### src/rtl/axis_window_serializer.sv
// axis_window_serializer: buffers 128-bit windowed words in a FIFO
// and emits each as four 32-bit AXI4-Stream beats, LSW first.
module axis_window_serializer #(
    parameter int FIFO_DEPTH_LOG2 = 4
) (
    input  logic                     aclk,
    input  logic                     areset,
    input  logic [127:0]             s_axis_tdata,
    input  logic                     s_axis_tvalid,
    output logic [31:0]              m_axis_tdata,
    output logic                     m_axis_tvalid,
    input  logic                     m_axis_tready,
    output logic                     m_axis_tlast,
    output logic [FIFO_DEPTH_LOG2:0] sts_fill,
    output logic [31:0]              sts_drop
);

    localparam int DEPTH = 1 << FIFO_DEPTH_LOG2;
    localparam logic [FIFO_DEPTH_LOG2:0] CNT_FULL =
        (FIFO_DEPTH_LOG2 + 1)'(DEPTH);
    localparam logic [FIFO_DEPTH_LOG2:0] CNT_ONE =
        (FIFO_DEPTH_LOG2 + 1)'(1);
    localparam logic [FIFO_DEPTH_LOG2-1:0] PTR_ONE =
        FIFO_DEPTH_LOG2'(1);

    typedef enum logic {
        IDLE = 1'b0,
        SEND = 1'b1
    } state_t;

    state_t state_q;
    state_t state_d;

    logic [127:0]               mem [DEPTH];
    logic [FIFO_DEPTH_LOG2-1:0] wr_ptr_q;
    logic [FIFO_DEPTH_LOG2-1:0] rd_ptr_q;
    logic [FIFO_DEPTH_LOG2:0]   count_q;
    logic [127:0]               hold_q;
    logic [1:0]                 beat_q;
    logic [31:0]                drop_q;

    logic fifo_full;
    logic fifo_empty;
    logic wr_en;
    logic pop;
    logic hs;
    logic last_hs;

    // Fullness uses the registered count: a same-cycle pop does not
    // make room for the incoming word.
    assign fifo_full  = (count_q == CNT_FULL);
    assign fifo_empty = (count_q == '0);
    assign wr_en      = s_axis_tvalid & ~fifo_full;
    assign hs         = m_axis_tvalid & m_axis_tready;
    assign last_hs    = hs & (beat_q == 2'd3);

    // Output state register.
    always_ff @(posedge aclk or posedge areset) begin
        if (areset) begin
            state_q <= IDLE;
        end else begin
            state_q <= state_d;
        end
    end

    // Next state and FIFO pop decision.
    always_comb begin
        state_d = state_q;
        pop     = 1'b0;
        unique case (state_q)
            IDLE: begin
                if (!fifo_empty) begin
                    pop     = 1'b1;
                    state_d = SEND;
                end
            end
            SEND: begin
                if (last_hs) begin
                    if (!fifo_empty) begin
                        pop = 1'b1;
                    end else begin
                        state_d = IDLE;
                    end
                end
            end
            default: begin
                state_d = IDLE;
            end
        endcase
    end

    // FIFO storage; contents need no reset, pointers guard validity.
    always_ff @(posedge aclk) begin
        if (wr_en) begin
            mem[wr_ptr_q] <= s_axis_tdata;
        end
    end

    // FIFO pointers and occupancy count.
    always_ff @(posedge aclk or posedge areset) begin
        if (areset) begin
            wr_ptr_q <= '0;
            rd_ptr_q <= '0;
            count_q  <= '0;
        end else begin
            if (wr_en) begin
                wr_ptr_q <= wr_ptr_q + PTR_ONE;
            end
            if (pop) begin
                rd_ptr_q <= rd_ptr_q + PTR_ONE;
            end
            unique case ({wr_en, pop})
                2'b10:   count_q <= count_q + CNT_ONE;
                2'b01:   count_q <= count_q - CNT_ONE;
                default: count_q <= count_q;
            endcase
        end
    end

    // Holding register and beat counter for the word being sent.
    always_ff @(posedge aclk or posedge areset) begin
        if (areset) begin
            hold_q <= '0;
            beat_q <= '0;
        end else if (pop) begin
            hold_q <= mem[rd_ptr_q];
            beat_q <= '0;
        end else if (hs) begin
            beat_q <= beat_q + 2'd1;
        end
    end

    // Saturating counter of words lost to a full FIFO.
    always_ff @(posedge aclk or posedge areset) begin
        if (areset) begin
            drop_q <= '0;
        end else if (s_axis_tvalid && fifo_full && (drop_q != '1)) begin
            drop_q <= drop_q + 32'd1;
        end
    end

    // Beat select from the holding register, zero when idle.
    always_comb begin
        m_axis_tdata = '0;
        if (state_q == SEND) begin
            unique case (beat_q)
                2'd0: m_axis_tdata = hold_q[31:0];
                2'd1: m_axis_tdata = hold_q[63:32];
                2'd2: m_axis_tdata = hold_q[95:64];
                2'd3: m_axis_tdata = hold_q[127:96];
                default: m_axis_tdata = '0;
            endcase
        end
    end

    assign m_axis_tvalid = (state_q == SEND);
    assign m_axis_tlast  = (state_q == SEND) && (beat_q == 2'd3);
    assign sts_fill      = count_q;
    assign sts_drop      = drop_q;

endmodule

### config.mk
export PLATFORM = sky130hd
export DESIGN_NAME = axis_window_serializer
export DESIGN_NICKNAME = d
export VERILOG_FILES = /design/src/rtl/axis_window_serializer.sv
export SDC_FILE = /design/constraint.sdc
export NUM_CORES = 2
export LEC_CHECK = 0
export ABC_AREA = 1
export CAP_MARGIN = 20
export CELL_PAD_IN_SITES_DETAIL_PLACEMENT = 0
export CELL_PAD_IN_SITES_GLOBAL_PLACEMENT = 1
export CORE_UTILIZATION = 40
export CTS_BUF_LIST = sky130_fd_sc_hd__clkbuf_4 sky130_fd_sc_hd__clkbuf_8
export CTS_CLUSTER_SIZE = 24
export DETAILED_ROUTE_END_ITERATION = 6
export PLACE_DENSITY = 0.69
export SLEW_MARGIN = 10
export SYNTH_ARGS = -nofsm -noshare
export SYNTH_HDL_FRONTEND = slang
export SYNTH_SLANG_ARGS = --single-unit
### constraint.sdc
create_clock -name aclk -period 7.2 [get_ports aclk]
set_input_delay 1.08 -clock aclk [delete_from_list [all_inputs] [get_ports aclk]]
set_output_delay 1.08 -clock aclk [all_outputs]
set_load 0.02 [all_outputs]
==> results.cfg <==
[critical_path]
path_max_fanout = 21
crit_arrival_ns = 4.30
crit_required_ns = 6.12
endpoint_kind = output port
crit_type = reg2out
critPathLaunchType = register

[cts]
cts.clk_slew.worst_paths_ns = 0.06
clockRootBuffer = clkbuf_8
ctsHtreeMaxLevel = 5
clkSinkCount = 2224
cts_setup_buffers = 0
clock_path_buffers = 4
postCtsResizedCells = 0
clk_latency_ns = 1.09
cts_tree = built
cts_buffers = 385
holdBufCountCts = 0

[yosys]
synth_top_area_share_pct = 68.9
synth_area_um2 = 89300
synth_top_area_cell = edfxtp_1
ys_ff_latch = 2224
ys.warnings.count = 0
synth_nets = 7778
yosysSeqAreaShare_pct = 73.8
netlist_instances = 7632
netlist-cell-type-count = 30
syn_avg_cell_area_um2 = 11.7
synth_area_leaders = edfxtp_1 69%, nand2_1 13%, nand3_1 8.8%

[min_path]
hp-class = reg2reg

[place]
place_ws_ns = 2.51
post-dp-hpwl_um = 138000
port_buffers = 202
place_congestion = 0.832

[global_route]
grt_util_all_layers_pct = 23.9
grt_pass1_wl_um = 395000
overflow = 0
first_global_vias = 56900
antenna_found_initial = 28
grt_max_degree = 191

[timing]
finalCritPeriodShare_pct = 74.7
hold_slack_ns = 0.480
timing.final.ws_setup_ns = 1.82
max_freq_mhz = 186
setup_viol = 0
tightest_slew_ns = 1.42
finalHoldViolCount = 0
relSlewSlack_pct = 5.24
fin_crit_ns = 5.38
grt_setup_unrepaired = false
finClkSkew_ns = 0.0716
final-max-slew-violation-count = 0

[die]
die_h_um = 475
io_pins = 203
dieArea_um2 = 225000
die_x_um = 475
core_area_um2 = 222000
rows = 173
initial_core_util_pct = 40.2

[route]
drc = 0
drtPass1Iterations = 6
vias_per_cell = 5.35
totalWireLength_um = 272000
first_iter_violations = 5900
route.detailed.wl_per_inst_um = 24.5
vias = 59500
ant_nets = 0

[power]
total_leakage_power_nw = 37.3
peakVddDrop_uv = 375
p_per_area_nw_per_um2 = 406

[layout]
syn2layout_area_growth_pct = 14.0
fillerInstances = 20200
finalNetCount = 7983
layout_common_cells = 2,986 x nand2_1, 2,048 x edfxtp_1, 1,562 x nand3_1
drive_gt1_share_pct = 9.30
layout.cells.most_common = nand2_1

[job]
maxCapViolCount = 0

[run_status]
status = finished clean
## worst max-delay path: stages, from the launching register on
cell             delay [ns]
dfrtp_1                0.42
inv_1                  0.09
ha_2                   0.33
buf_4                  0.29
inv_1                  0.33
buf_4                  0.39
o21ai_0                0.14
a31oi_1                0.48
clkdlybuf4s50_1        0.71
## layer usage
| layer | GRT usage, % | share of wire [%] |
|---|---|---|
| met1 | 32.4 | 42 |
| met2 | 38.3 | 47 |
| met3 | 3.86 | 6.9 |
| met4 | 10.1 | 4.0 |
| met5 | 0 | 0.034 |
## worst paths after layout
check,start,endpoint,slack (ns),depth (start not counted)
max in group asynchronous,areset,m_axis_tvalid,5.26,3
worst max-delay path,beat_q[0],m_axis_tdata[11],1.82,8
worst min register to register,hold_q[30],hold_q[30],0.48,2
worst min-delay path,hold_q[30],hold_q[30],0.48,2
worst max register to register,beat_q[0],sts_fill[4],3.10,16
min in group asynchronous,areset,sts_drop[3],0.49,2
## sequential cells by signal (all words and copies together) (netlist names)
name / cells
mem: 2048
hold_q: 128
sts_drop: 32
sts_fill: 5
rd_ptr_q: 4
wr_ptr_q: 4
beat_q: 2
m_axis_tvalid: 1
## power breakdown
| group | switching (W) | leakage [nW] | internal, W |
|---|---|---|---|
| logic | 0.00952 | 12.5 | 0.00348 |
| clock network | 0.00509 | 4.13 | 0.00646 |
| registers | 0.00117 | 20.7 | 0.0156 |
| total | 0.0158 | 37.3 | 0.0256 |
## through the flow
| step | total power [W] | setup TNS (ns) | area (um2) | util, % | instances |
|---|---|---|---|---|---|
| after detailed placement | 0.0300 | 0 | 94100 | 42.4 | 10400 |
| after global routing | 0.0433 | 0 | 102000 | 45.9 | 11100 |
| after floorplan | 0.0249 | -395.01 | 89300 | - | 7632 |
| after CTS | 0.0416 | 0 | 102000 | 45.8 | 11100 |
| final | 0.0414 | 0 | 102000 | 45.9 | 11100 |
| after global placement | 0.0300 | 0 | 94000 | 42.3 | 10400 |
## Yosys cell counts (all sizes together)
| cell | number |
|---|---|
| nand3 | 1562 |
| a21boi | 1 |
| ha | 14 |
| nand3b | 14 |
| a31oi | 32 |
| dfrtp | 176 |
| nand4 | 2 |
| clkinv | 1 |
| nand2 | 2990 |
| xnor2 | 7 |
| o21bai | 1 |
| a21oi | 145 |
| inv | 39 |
| edfxtp | 2048 |
| clkbuf | 106 |
| nor2 | 71 |
| buf | 361 |
| xor2 | 21 |
| o21ai | 41 |
## area by class of cell
| class | count | area [um2] | share of cell area [%] |
|---|---|---|---|
| sequential | 2224 | 65900 | 64.7 |
| clock inverter | 115 | 748 | 0.735 |
| multi-input combinational | 4901 | 21200 | 20.8 |
| timing repair buffer | 285 | 3080 | 3.02 |
| clock buffer | 572 | 6970 | 6.84 |
| antenna | 10 | 25.0 | 0.0246 |
| tap | 2975 | 3720 | 3.65 |
| inverter | 40 | 204 | 0.200 |
## kinds of logic after synthesis
group,count (synthesis),synth area share [%]
simple gates,4639,21.8
flops,2224,73.8
buf+inv,507,2.66
compound gates,220,1.28
xor+xnor,28,0.275
fa+ha+maj,14,0.196
Power figures use the tool's default switching activity.
